**src/rtl/alu_pkg.sv**
```systemverilog
// Shared ALU definitions: ALUop and funct3 encodings,
// arbiter FSM states and the funct3/ALUop legality check.
package alu_pkg;

    localparam logic [4:0] OP_ADD  = 5'b00000;
    localparam logic [4:0] OP_SUB  = 5'b01000;
    localparam logic [4:0] OP_SLL  = 5'b00001;
    localparam logic [4:0] OP_SLT  = 5'b00100;
    localparam logic [4:0] OP_SLTU = 5'b00101;
    localparam logic [4:0] OP_XOR  = 5'b00110;
    localparam logic [4:0] OP_SRL  = 5'b00111;
    localparam logic [4:0] OP_SRA  = 5'b10111;
    localparam logic [4:0] OP_OR   = 5'b01010;
    localparam logic [4:0] OP_AND  = 5'b01100;

    localparam logic [2:0] F3_ADD  = 3'b000;
    localparam logic [2:0] F3_SLL  = 3'b001;
    localparam logic [2:0] F3_SLT  = 3'b010;
    localparam logic [2:0] F3_SLTU = 3'b011;
    localparam logic [2:0] F3_XOR  = 3'b100;
    localparam logic [2:0] F3_SR   = 3'b101;
    localparam logic [2:0] F3_OR   = 3'b110;
    localparam logic [2:0] F3_AND  = 3'b111;

    typedef enum logic [1:0] {
        S_IDLE = 2'd0,
        S_EXEC = 2'd1,
        S_RESP = 2'd2
    } state_t;

    function automatic logic pair_legal(input logic [2:0] f3,
                                        input logic [4:0] op);
        logic ok;
        ok = 1'b0;
        case (f3)
            F3_ADD:  ok = (op == OP_ADD) || (op == OP_SUB);
            F3_SLL:  ok = (op == OP_SLL);
            F3_SLT:  ok = (op == OP_SLT);
            F3_SLTU: ok = (op == OP_SLTU);
            F3_XOR:  ok = (op == OP_XOR);
            F3_SR:   ok = (op == OP_SRL) || (op == OP_SRA);
            F3_OR:   ok = (op == OP_OR);
            F3_AND:  ok = (op == OP_AND);
            default: ok = 1'b0;
        endcase
        return ok;
    endfunction

endpackage

```
**src/rtl/alu.sv**
```systemverilog
// Shared single-cycle combinational ALU.
// SLT and SLTU both compare unsigned.
module alu
    import alu_pkg::*;
#(
    parameter int W = 32
) (
    input  logic [4:0]   aluop,
    input  logic [W-1:0] a,
    input  logic [W-1:0] b,
    output logic [W-1:0] result
);

    always_comb begin
        result = '0;
        case (aluop)
            OP_ADD:  result = a + b;
            OP_SUB:  result = a - b;
            OP_SLL:  result = a << b[4:0];
            OP_SLT:  result = {{(W-1){1'b0}}, (a < b)};
            OP_SLTU: result = {{(W-1){1'b0}}, (a < b)};
            OP_XOR:  result = a ^ b;
            OP_SRL:  result = a >> b[4:0];
            OP_SRA:  result = $unsigned($signed(a) >>> b[4:0]);
            OP_OR:   result = a | b;
            OP_AND:  result = a & b;
            default: result = '0;
        endcase
    end

endmodule

```
**src/rtl/alu_share_arbiter_rr_pick.sv**
```systemverilog
// Round-robin selector: first set request at or after ptr,
// wrapping modulo N. Outputs one-hot grant and its index.
module rr_pick #(
    parameter int N  = 2,
    parameter int PW = (N > 1) ? $clog2(N) : 1
) (
    input  logic [N-1:0]  req,
    input  logic [PW-1:0] ptr,
    output logic [N-1:0]  gnt,
    output logic [PW-1:0] idx
);

    always_comb begin : pick
        int   j;
        logic found;
        gnt   = '0;
        idx   = '0;
        found = 1'b0;
        j     = 0;
        for (int k = 0; k < N; k++) begin
            j = int'(ptr) + k;
            if (j >= N) j = j - N;
            if (!found && req[j]) begin
                found  = 1'b1;
                gnt[j] = 1'b1;
                idx    = PW'(j);
            end
        end
    end

endmodule

```
**src/rtl/alu_share_arbiter.sv**
```systemverilog
// Round-robin sharing of one combinational ALU between NREQ
// requesters: grant, capture, evaluate, hold result until taken.
module alu_share_arbiter
    import alu_pkg::*;
#(
    parameter int NREQ = 2,
    parameter int W    = 32
) (
    input  logic              clk,
    input  logic              rst,
    input  logic [NREQ-1:0]   req_valid,
    output logic [NREQ-1:0]   req_ready,
    input  logic [3*NREQ-1:0] req_funct3,
    input  logic [5*NREQ-1:0] req_aluop,
    input  logic [W*NREQ-1:0] req_a,
    input  logic [W*NREQ-1:0] req_b,
    output logic [NREQ-1:0]   rsp_valid,
    input  logic [NREQ-1:0]   rsp_ready,
    output logic [W-1:0]      rsp_result,
    output logic              rsp_zero,
    output logic              rsp_illegal,
    output logic              busy
);

    localparam int PW = (NREQ > 1) ? $clog2(NREQ) : 1;

    state_t        state, state_nx;
    logic [PW-1:0] rr_ptr, cap_g, pick_idx;
    logic [NREQ-1:0] pick_gnt;
    logic [2:0]    cap_f3;
    logic [4:0]    cap_op;
    logic [W-1:0]  cap_a, cap_b, alu_y;
    logic          legal, rsp_hs, grant;

    rr_pick #(.N(NREQ), .PW(PW)) u_pick (
        .req (req_valid),
        .ptr (rr_ptr),
        .gnt (pick_gnt),
        .idx (pick_idx)
    );

    // ALU sees only the capture register, never live requester fields
    alu #(.W(W)) u_alu (
        .aluop  (cap_op),
        .a      (cap_a),
        .b      (cap_b),
        .result (alu_y)
    );

    assign legal  = pair_legal(cap_f3, cap_op);
    assign rsp_hs = rsp_ready[cap_g];
    assign grant  = (state == S_IDLE) && (|req_valid);
    assign busy   = (state != S_IDLE);

    always_comb begin
        state_nx  = state;
        req_ready = '0;
        rsp_valid = '0;
        unique case (state)
            S_IDLE: begin
                req_ready = pick_gnt;
                if (|req_valid) state_nx = S_EXEC;
            end
            S_EXEC: state_nx = S_RESP;
            S_RESP: begin
                rsp_valid[cap_g] = 1'b1;
                if (rsp_hs) state_nx = S_IDLE;
            end
            default: state_nx = S_IDLE;
        endcase
    end

    always_ff @(posedge clk) begin
        if (rst) begin
            state       <= S_IDLE;
            rr_ptr      <= '0;
            cap_g       <= '0;
            cap_f3      <= '0;
            cap_op      <= '0;
            cap_a       <= '0;
            cap_b       <= '0;
            rsp_result  <= '0;
            rsp_zero    <= 1'b0;
            rsp_illegal <= 1'b0;
        end else begin
            state <= state_nx;
            if (grant) begin
                cap_g  <= pick_idx;
                cap_f3 <= req_funct3[int'(pick_idx)*3 +: 3];
                cap_op <= req_aluop[int'(pick_idx)*5 +: 5];
                cap_a  <= req_a[int'(pick_idx)*W +: W];
                cap_b  <= req_b[int'(pick_idx)*W +: W];
            end
            if (state == S_EXEC) begin
                rsp_result  <= legal ? alu_y : '0;
                rsp_zero    <= legal ? (alu_y == '0) : 1'b1;
                rsp_illegal <= !legal;
            end
            if (state == S_RESP && rsp_hs) begin
                rr_ptr <= (cap_g == PW'(NREQ-1)) ? '0 : cap_g + 1'b1;
            end
        end
    end

endmodule

```
**config.mk**
```make
export PLATFORM = sky130hd
export DESIGN_NAME = alu_share_arbiter
export DESIGN_NICKNAME = d
export VERILOG_FILES = /design/src/rtl/alu_pkg.sv /design/src/rtl/alu.sv /design/src/rtl/alu_share_arbiter_rr_pick.sv /design/src/rtl/alu_share_arbiter.sv
export SDC_FILE = /design/constraint.sdc
export NUM_CORES = 1
export LEC_CHECK = 0
export CAP_MARGIN = 20
export CORE_MARGIN = 4
export CORE_UTILIZATION = 55
export CTS_BUF_LIST = sky130_fd_sc_hd__clkbuf_8
export DETAILED_ROUTE_END_ITERATION = 7
export PLACE_DENSITY = 0.83
export RECOVER_POWER = 50
export SLEW_MARGIN = 20
export SYNTH_ARGS = -nofsm -noshare
export SYNTH_HDL_FRONTEND = slang
export SYNTH_SLANG_ARGS = --single-unit
```
**constraint.sdc**
```tcl
create_clock -name clk -period 11.1 [get_ports clk]
set_input_delay 2.22 -clock clk [delete_from_list [all_inputs] [get_ports clk]]
set_output_delay 2.22 -clock clk [all_outputs]
set_load 0.02 [all_outputs]
```
-- Word-level counts from Yosys, hierarchy flattened
Index checks and enable logic that the tools add are counted.
- flip-flop bits (word level): 110
- output and inout port bits: 39
- bits of input ports: 150
- logic and storage cells: 107
- bitwise logic cells: 4
- $lt $le $gt $ge: 9
- mux-type cells: 31
- reduce and logical (&&, ||, !) cells: 18
- multiply operators: 2
- shift operators: 7
- equal/unequal tests: 20
- $add $sub $neg: 6
- operator list (kind ; number):
    case mux 32 bit (9 select lines) ; 1
    indexed part select 64 x 7 -> 32 bit ; 2
    2-to-1 mux 32 bit ; 3
    greater-or-equal comparator 32 x 1 -> 1 bit, second input constant ; 2
    < comparator 32 x 3 -> 1 bit, second input constant ; 2
    adder 32 bit ; 1
    bitwise AND 32 bit ; 1
    greater-or-equal comparator 32 x 3 -> 1 bit, second input constant ; 1
    logical NOT 32 bit ; 1
    < comparator 32 bit ; 1
    OR 32 bit ; 1
    left shift 32 x 5 -> 32 bit ; 1
    right shift 32 x 5 -> 32 bit ; 1
    >>> shifter 32 x 5 -> 32 bit ; 1
    subtractor 32 x 3 -> 32 bit, second input constant ; 1
    subtractor 32 bit ; 1
    XOR 32 bit ; 1
    == test 5 x 3 -> 1 bit, second input constant ; 4
    2-to-1 mux 1 bit ; 16
    == test 5 x 4 -> 1 bit, second input constant ; 3
    == test 3 bit, second input constant ; 4
    2-to-1 mux 2 bit ; 6
    indexed part select 10 x 5 -> 5 bit ; 1
    case mux 1 bit (8 select lines) ; 1
    other kinds (29) ; 40

-- Logic depth before layout (Yosys ltp)
Gate-level depths: netlist of run 1.
- depth after elaboration: 11
- mapped depth: 18
- gate-level depth less buffers: 14

-- Modules after synthesis
From an unflattened synthesis of run 1, not the netlist that was laid out.
- cells, all modules: 1850
- area, all modules: 14022.2 um2
- by module, submodules not included (module ; cells an instance ; sequential area each (um2) ; times used ; area each (um2)):
    alu ; 1313 ; 0.0 ; 1 ; 8674.6
    alu_share_arbiter ; 533 ; 2202.1 ; 1 ; 5317.6
    rr_pick ; 4 ; 0.0 ; 1 ; 30.0

-- Least setup slack after synthesis of run 1
OpenSTA, ideal clock, no wires.
- path kind: input-to-output
- from: input req_valid[0]
- to: output req_ready[1]
- data required time: 8880 ps
- stages on the path: 5
- arrival time: 3381 ps
- slack: 5499 ps
- buffers on the path: 2
- cell sequence: inv_1 o21ai_0 buf_1 clkbuf_1 nor2_1
- word-level cells in the longest chain between the ends: 8
- elaborated cells between the ends (all ways): 13
- those cells by class: mux: 10; bitwise: 1; reduce/logical: 2
- ends and longest elaborated chain (what ; line ; source):
    start, declared ; alu_share_arbiter.sv:11 ; input logic [NREQ-1:0] req_valid,
    2-to-1 mux 1 bit (not written as such) (3 in a row) ; alu_share_arbiter_rr_pick.sv:23 ; if (!found && req[j]) begin
    2-to-1 mux 1 bit ; alu_share_arbiter_rr_pick.sv:23 ;
    logical NOT 1 bit ; alu_share_arbiter_rr_pick.sv:23 ;
    logical AND 1 bit ; alu_share_arbiter_rr_pick.sv:23 ;
    2-to-1 mux 2 bit (*) ; alu_share_arbiter_rr_pick.sv:23 ;
    2-to-1 mux 2 bit (*) ; alu_share_arbiter.sv:59 ; unique case (state)
    end, declared ; alu_share_arbiter.sv:12 ; output logic [NREQ-1:0] req_ready,
Every way passes the cells marked *; elsewhere a longest branch is shown, timed or not. The select of a mux whose other input is x is not followed.

-- Worst setup path after layout of run 1
- from: register cap_b[2]
- to: register rsp_zero
- word-level cells in the longest chain between the ends: 4
- elaborated cells between the ends (all ways): 12
- those cells by class: add/sub: 2; order compare: 1; shift: 3; mux: 2; bitwise: 3; reduce/logical: 1
- ends and longest elaborated chain (what ; line ; source):
    start, declared ; alu_share_arbiter.sv:32 ; logic [W-1:0] cap_a, cap_b, alu_y;
    start signal, assigned ; alu_share_arbiter.sv:92 ; cap_b <= req_b[int'(pick_idx)*W +: W];
    subtractor 32 bit, or another cell as far along ; alu.sv:18 ; OP_SUB: result = a - b;
    case mux 32 bit (9 select lines) (*) ; alu.sv:16 ; case (aluop)
    logical NOT 32 bit (*) ; alu_share_arbiter.sv:96 ; rsp_zero <= legal ? (alu_y == '0) : 1'b1;
    2-to-1 mux 1 bit (*) ; alu_share_arbiter.sv:96 ;
    end signal, assigned ; alu_share_arbiter.sv:96 ;
    end, declared ; alu_share_arbiter.sv:20 ; output logic rsp_zero,
Every way passes the cells marked *; elsewhere a longest branch is shown, timed or not.
A chain may end at the register's enable or synchronous reset.

==> impl_metrics.py, run 1 <==
metrics = {
    "synthesis": {
        "syn-num-nets": 2098,
        "synth_edf_count": 0,
        "yosys-top-cells-area": "dfxtp_1 (15%), mux4_2 (12%), ha_1 (8.6%)",
        "synth_seq_area_share_pct": 15.5,
        "synth_top_cell_by_area": "dfxtp_1",
        "yosys_warnings": 0,
        "syn_area_um2": 14200,
        "synthXorXnorAreaFrac_pct": 0.492,
        "muxShareOfSynthArea_pct": 20.0,
        "synth-main-ff-cell": "dfxtp_1",
        "synth_compound_area_share_pct": 28.6,
        "avgSynthCellArea_um2": 7.71,
        "synthAdderAreaFrac_pct": 8.89,
        "synth_top_family_by_area": "compound AO/OA/AOI/OAI gates",
        "synth-simple-area-share_pct": 18.9,
        "synth_top_cell_area_share_pct": 15.5,
        "ys_seq_elements": 110,
        "async_flop_share_pct": 0,
        "synth_cells": 1848,
        "synthDistinctLibCells": 85,
    },
    "layout": {
        "multiInputGateArea_um2": 11000,
        "mostFrequentLayoutCells": "nor2_1 (240), clkdlybuf4s50_1 (150), nand2_1 (135)",
        "drive_above_1_share_pct": 8.64,
        "regArea_um2": 2210,
        "syn2layout_area_growth_pct": 14.7,
        "final_cells": 2253,
        "fillerInstances": 2255,
        "nets": 2167,
        "final_common_cell": "nor2_1",
    },
    "clock_network": {
        "cts_buffers": 9,
        "htreeDepth": 3,
        "ctsResizeCount": 0,
        "root_buffer": "clkbuf_8",
        "cts.sinks": 110,
        "tritoncts": "done",
        "cts.clk_slew.worst_paths_ns": 0.14,
        "clk_path_buf_depth": 2,
        "postCtsHoldBufs": 0,
        "clk_latency_ns": 0.43,
        "cts_setup_buffers": 0,
    },
    "min_path": {
        "hold_path.class": "reg2reg",
    },
    "drt": {
        "via_count": 16155,
        "first_pass_iters": 8,
        "drt-total-wl_um": 60900,
        "drt-wirelength-per-cell_um": 27.0,
        "viasPerCell": 7.17,
        "drcViolationCount": 0,
        "antenna_left": 0,
        "drtIter0Drc": 2340,
    },
    "floorplanning": {
        "rows": 58,
        "ios": 189,
        "chipWidth_um": 169,
        "start_util_pct": 56.2,
        "die_h_um": 169,
        "dieArea_um2": 28500,
        "core_um2": 25300,
    },
    "timing": {
        "slew_headroom_pct": -90.3,
        "finalSetupViolCount": 0,
        "timing.final.crit_share_pct": 62.1,
        "worst_slack_ns": 4.21,
        "report.final.slew_viol_count": 193,
        "tightest_slew_ns": 2.86,
        "rsz0062_at_grt": "no",
        "hold_viol": 0,
        "layout_min_cycle_time_ns": 6.89,
        "fmax_ghz": 0.145,
        "setup_tns_ns": 0,
        "finalClockSkew_ns": 0.0226,
    },
    "grt": {
        "grt_max_degree": 102,
        "grt-ovfl-total": 0,
        "grt_pass1_wl_um": 91000,
        "grt_pass1_vias": 15231,
        "antenna_found_initial": 2,
        "track_usage_pct": 40.8,
    },
    "power": {
        "leakage_uw": 0.00651,
        "ir_drop_v": 0.000103,
        "power_density_nw_per_um2": 130,
    },
    "setup_path": {
        "worstSetupPathType": "reg2reg",
        "cp.arrival_ns": 7.20,
        "timing.critical_path.to_type": "flop",
        "cp-start-kind": "flop",
        "critPathRequiredTime_ns": 11.41,
        "worstPathMaxFanout": 39,
    },
    "place": {
        "gp_congestion": 1.04,
        "io_buffers": 188,
        "dp.final_hpwl_um": 46200,
        "place_inst": 2236,
        "dp_slack_ns": 4.63,
    },
    "job": {
        "drv_cap": 4,
    },
    "outcome": {
        "violations": "max-capacitance violations, max-slew violations",
        "outcome": "complete, but fails checks",
    },
}
[per-layer routing]
layer  vias to the layer above  routed length (µm)  share of wire [%]  global-route usage [%]
li1                       7085                   -                  -                       -
met1                      7602               22500                 37                    53.0
met2                      1217               26700                 44                    63.0
met3                       249                8070                 13                    11.0
met4                         2                3600                5.9                    19.5
met5                         -                  13              0.021                       0
[metrics by stage]
step / util [%] / hold slack (ns) / instance area, µm² / power, µW
after detailed placement: 63.7 / 0.447 / 16100 / 1790
after global routing: 64.5 / 0.480 / 16300 / 2210
after floorplan: - / 0.491 / 14200 / 1380
after global placement: 63.7 / 0.441 / 16100 / 1760
after CTS: 64.5 / 0.464 / 16300 / 2060
final: 64.5 / 0.458 / 16300 / 2120
[cell families after synthesis]
family,after synthesis
multiplexers,190
adder cells (fa/ha/maj),100
flip-flops,110
XOR/XNOR,8
buffers and inverters,270
AND/OR/NAND/NOR,587
AO/OA/AOI/OAI,583
[final timing paths]
kind / from / endpoint / slack (ns) / depth (start not counted)
worst max-delay path: cap_b[2] / rsp_zero / 4.21 / 12
worst min-delay path: rsp_result[30] / rsp_result[30] / 0.46 / 2
worst max register to register: cap_b[2] / rsp_zero / 4.21 / 12
worst min register to register: rsp_result[30] / rsp_result[30] / 0.46 / 2
[where the power goes]
group / switching [µW] / leakage [µW] / internal (µW) / total (µW)
Clock: 170 / 0.000109 / 113 / 283
Combinational: 812 / 0.00550 / 498 / 1310
Sequential: 94.7 / 0.000908 / 434 / 529
[state kept, by name, indices dropped and copies added, names as in the netlist]
register     count
cap_g            1
rsp_result      32
cap_b           32
cap_f3           3
rsp_zero         1
cap_a           32
rsp_illegal      1
cap_op           5
rr_ptr           1
state            2
[worst max-delay path: stages, from the launching register on]
cell	delay (ns)
dfxtp_1	1.40
clkbuf_1	1.58
mux4_2	0.69
mux2i_1	0.52
nor3_1	0.11
a311o_1	0.40
or4_1	0.44
nor4_2	0.16
nand4_1	0.11
or4_1	0.52
nor4_1	0.50
nand4_1	0.16
o32ai_1	0.14
[Yosys cell counts (all sizes together), types with 14 or more instances]
master / n
o31ai: 15
a21oi: 117
o21ai: 81
dfxtp: 110
inv: 98
nand3: 37
a211oi: 101
buf: 64
nand2: 135
nor2: 242
clkbuf: 106
ha: 98
nand2b: 14
o211ai: 28
a221oi: 23
nor4: 18
a31oi: 22
mux2i: 104
a21o: 21
nor3: 43
a22oi: 36
nand4: 14
mux4: 74
nor2b: 19
o221ai: 20
[cell type report]
class,count,share of cell area [%]
multi-input combinational,1468,67.1
inverter,100,2.30
tap,330,2.53
sequential,110,13.5
clock inverter,6,0.421
antenna,1,0.0153
timing repair buffer,228,13.3
clock buffer,10,0.842
Note: power is estimated with default switching activity, not from simulation.
==> inputs of run 2 (changes only) <==
clock period = 7.15 ns   (was 11.1 ns; I/O delays follow)
==> run 2 against run 1 <==
  * The flow still finishes with violations (max-capacitance violations, max-slew violations)
  * Clock-buffer cell count rose by 1
  * Clock power rose by 47%
  * Clock skew hardly changed
  * Sequential power increased by 55%
  * Critical endpoint is now cap_b[8]
  * Largest cell class unchanged
==> impl_metrics.py, run 2 (synthesis results as in run 1) <==
metrics = {
    "floorplanning": {
        "dieArea_um2": 28500,
        "ios": 189,
        "start_util_pct": 56.2,
        "rows": 58,
        "chipWidth_um": 169,
        "core_um2": 25300,
        "die_h_um": 169,
    },
    "power": {
        "intPower_uw": 1600,
        "leakage_uw": 0.00649,
        "power_frac_seq_pct": 25.0,
        "power_density_nw_per_um2": 201,
        "p_sw_share_pct": 51.1,
        "ir_drop_v": 0.000154,
        "clockPowerShare_pct": 12.7,
        "combPwrFrac_pct": 62.3,
        "p_sw_uw": 1680,
    },
    "setup_path": {
        "slowest_delay_ns": 2.40,
        "crit_family": "buffers and inverters",
        "crit_chain": "dlygate4sd3_1 -> inv_1 -> o21ai_0 -> buf_4 -> clkbuf_1 -> mux2i_1 -> a211oi_1",
        "critical-path-slowest-cell": "clkbuf_1",
        "cp-start-kind": "primary input",
        "worst-path-buf-inv": 4,
        "cp.depth": 7,
        "cp.arrival_ns": 6.07,
        "reg2reg_depth": 13,
        "timing.critical_path.to_type": "flop",
        "worstPathMaxFanout": 49,
        "worstSetupPathType": "in2reg",
        "critPathRequiredTime_ns": 7.45,
    },
    "outcome": {
        "violations": "max-capacitance violations, max-slew violations",
        "outcome": "complete, but fails checks",
    },
    "timing": {
        "rsz0062_at_grt": "no",
        "hold_viol": 0,
        "finalSetupViolCount": 0,
        "fmax_ghz": 0.173,
        "setup_tns_ns": 0,
        "timing.final.crit_share_pct": 80.7,
        "slew_headroom_pct": -125,
        "report.final.slew_viol_count": 164,
        "tightest_slew_ns": 3.37,
        "finalClockSkew_ns": 0.0228,
        "layout_min_cycle_time_ns": 5.77,
    },
    "clock_network": {
        "cts.clk_slew.worst_paths_ns": 0.13,
        "clk_path_buf_depth": 2,
        "cts_buffers": 9,
        "tritoncts": "done",
        "cts.sinks": 110,
        "ctsResizeCount": 0,
        "root_buffer": "clkbuf_8",
        "cts_setup_buffers": 0,
        "clk_latency_ns": 0.41,
        "postCtsHoldBufs": 0,
        "htreeDepth": 3,
    },
    "layout": {
        "final_cells": 2247,
        "fillerInstances": 2207,
        "largestRegisters": "cap_a x32, cap_b x32, rsp_result x32",
        "drive_above_1_share_pct": 8.50,
        "syn2layout_area_growth_pct": 14.4,
        "mostFrequentLayoutCells": "nor2_1 (241), clkdlybuf4s50_1 (149), nand2_1 (135)",
        "nets": 2162,
        "final_common_cell": "nor2_1",
        "diodes": 0,
    },
    "grt": {
        "grt_pass1_wl_um": 88800,
        "grt_pass1_vias": 14881,
        "grt-ovfl-total": 0,
        "antenna_found_initial": 1,
        "grt_max_degree": 145,
        "track_usage_pct": 39.8,
    },
    "place": {
        "io_buffers": 188,
        "gp_congestion": 1.10,
        "dp.final_hpwl_um": 44800,
        "place_inst": 2231,
    },
    "drt": {
        "antenna_left": 0,
        "first_pass_iters": 7,
        "drcViolationCount": 0,
        "viasPerCell": 7.19,
        "drt-wirelength-per-cell_um": 26.4,
        "drt-total-wl_um": 59300,
        "via_count": 16147,
        "drtIter0Drc": 2407,
    },
    "min_path": {
        "hold_path.class": "reg2reg",
        "hold_depth": 2,
    },
    "job": {
        "drv_cap": 3,
    },
}
-- run 2: cell types whose count changed in the layout (fill, tap and decap cells not counted), sizes merged --
cell / change
buf: -5
clkdlybuf4s50: -1
bufinv: -1
dlygate4sd3: +1
clkbuf: +1
diode: -1
-- run 2: worst min-delay path, delay by kind of cell (launching register included) --
family	cells	cell delay, ns
AOI/OAI and AO/OA	1	0.06
and+or+nand+nor	1	0.05
DFF	1	0.33
-- run 2: final timing paths --
| path | start | endpoint | slack [ns] |
|---|---|---|---|
| max | req_valid[0] | cap_b[8] | 1.38 |
| min | rsp_result[27] | rsp_result[27] | 0.47 |
| max reg2reg | cap_b[1] | rsp_zero | 2.05 |
| min reg2reg | rsp_result[27] | rsp_result[27] | 0.47 |
-- run 2: area by class of cell --
type,count,area (µm²),area share (%)
inverter,100,375,2.30
timing repair buffer,223,2140,13.2
sequential,110,2210,13.6
multi-input combinational,1468,11000,67.2
clock inverter,5,48.8,0.299
tap,330,413,2.53
clock buffer,11,151,0.929
-- run 2: metal layers --
layer	vias to the layer above	share of wire, %	GRT usage [%]
li1	7084	-	-
met1	7607	38	53.2
met2	1190	43	60.1
met3	266	13	11.0
met4	0	5.9	18.1
met5	-	0	0
-- run 2: metrics by stage --
step | setup WS, ns | hold slack, ns | utilization [%] | area [µm²] | power, µW
floorplan | 2.81 | 0.491 | - | 14200 | 2140
global placement | 2.34 | 0.440 | 63.6 | 16100 | 2730
detailed placement | 2.24 | 0.456 | 63.6 | 16100 | 2770
CTS | 2.19 | 0.471 | 64.4 | 16300 | 3180
global route | 1.03 | 0.495 | 64.3 | 16300 | 3430
finish | 1.38 | 0.468 | 64.3 | 16300 | 3280
-- run 2: power by group through the flow --
stage	clock network, µW	registers, µW	logic, µW
2_1_floorplan	0	744	1390
3_3_place_gp	0	820	1910
3_5_place_dp	0	826	1940
4_1_cts	418	811	1950
5_1_grt	441	827	2160
6_report	417	818	2040
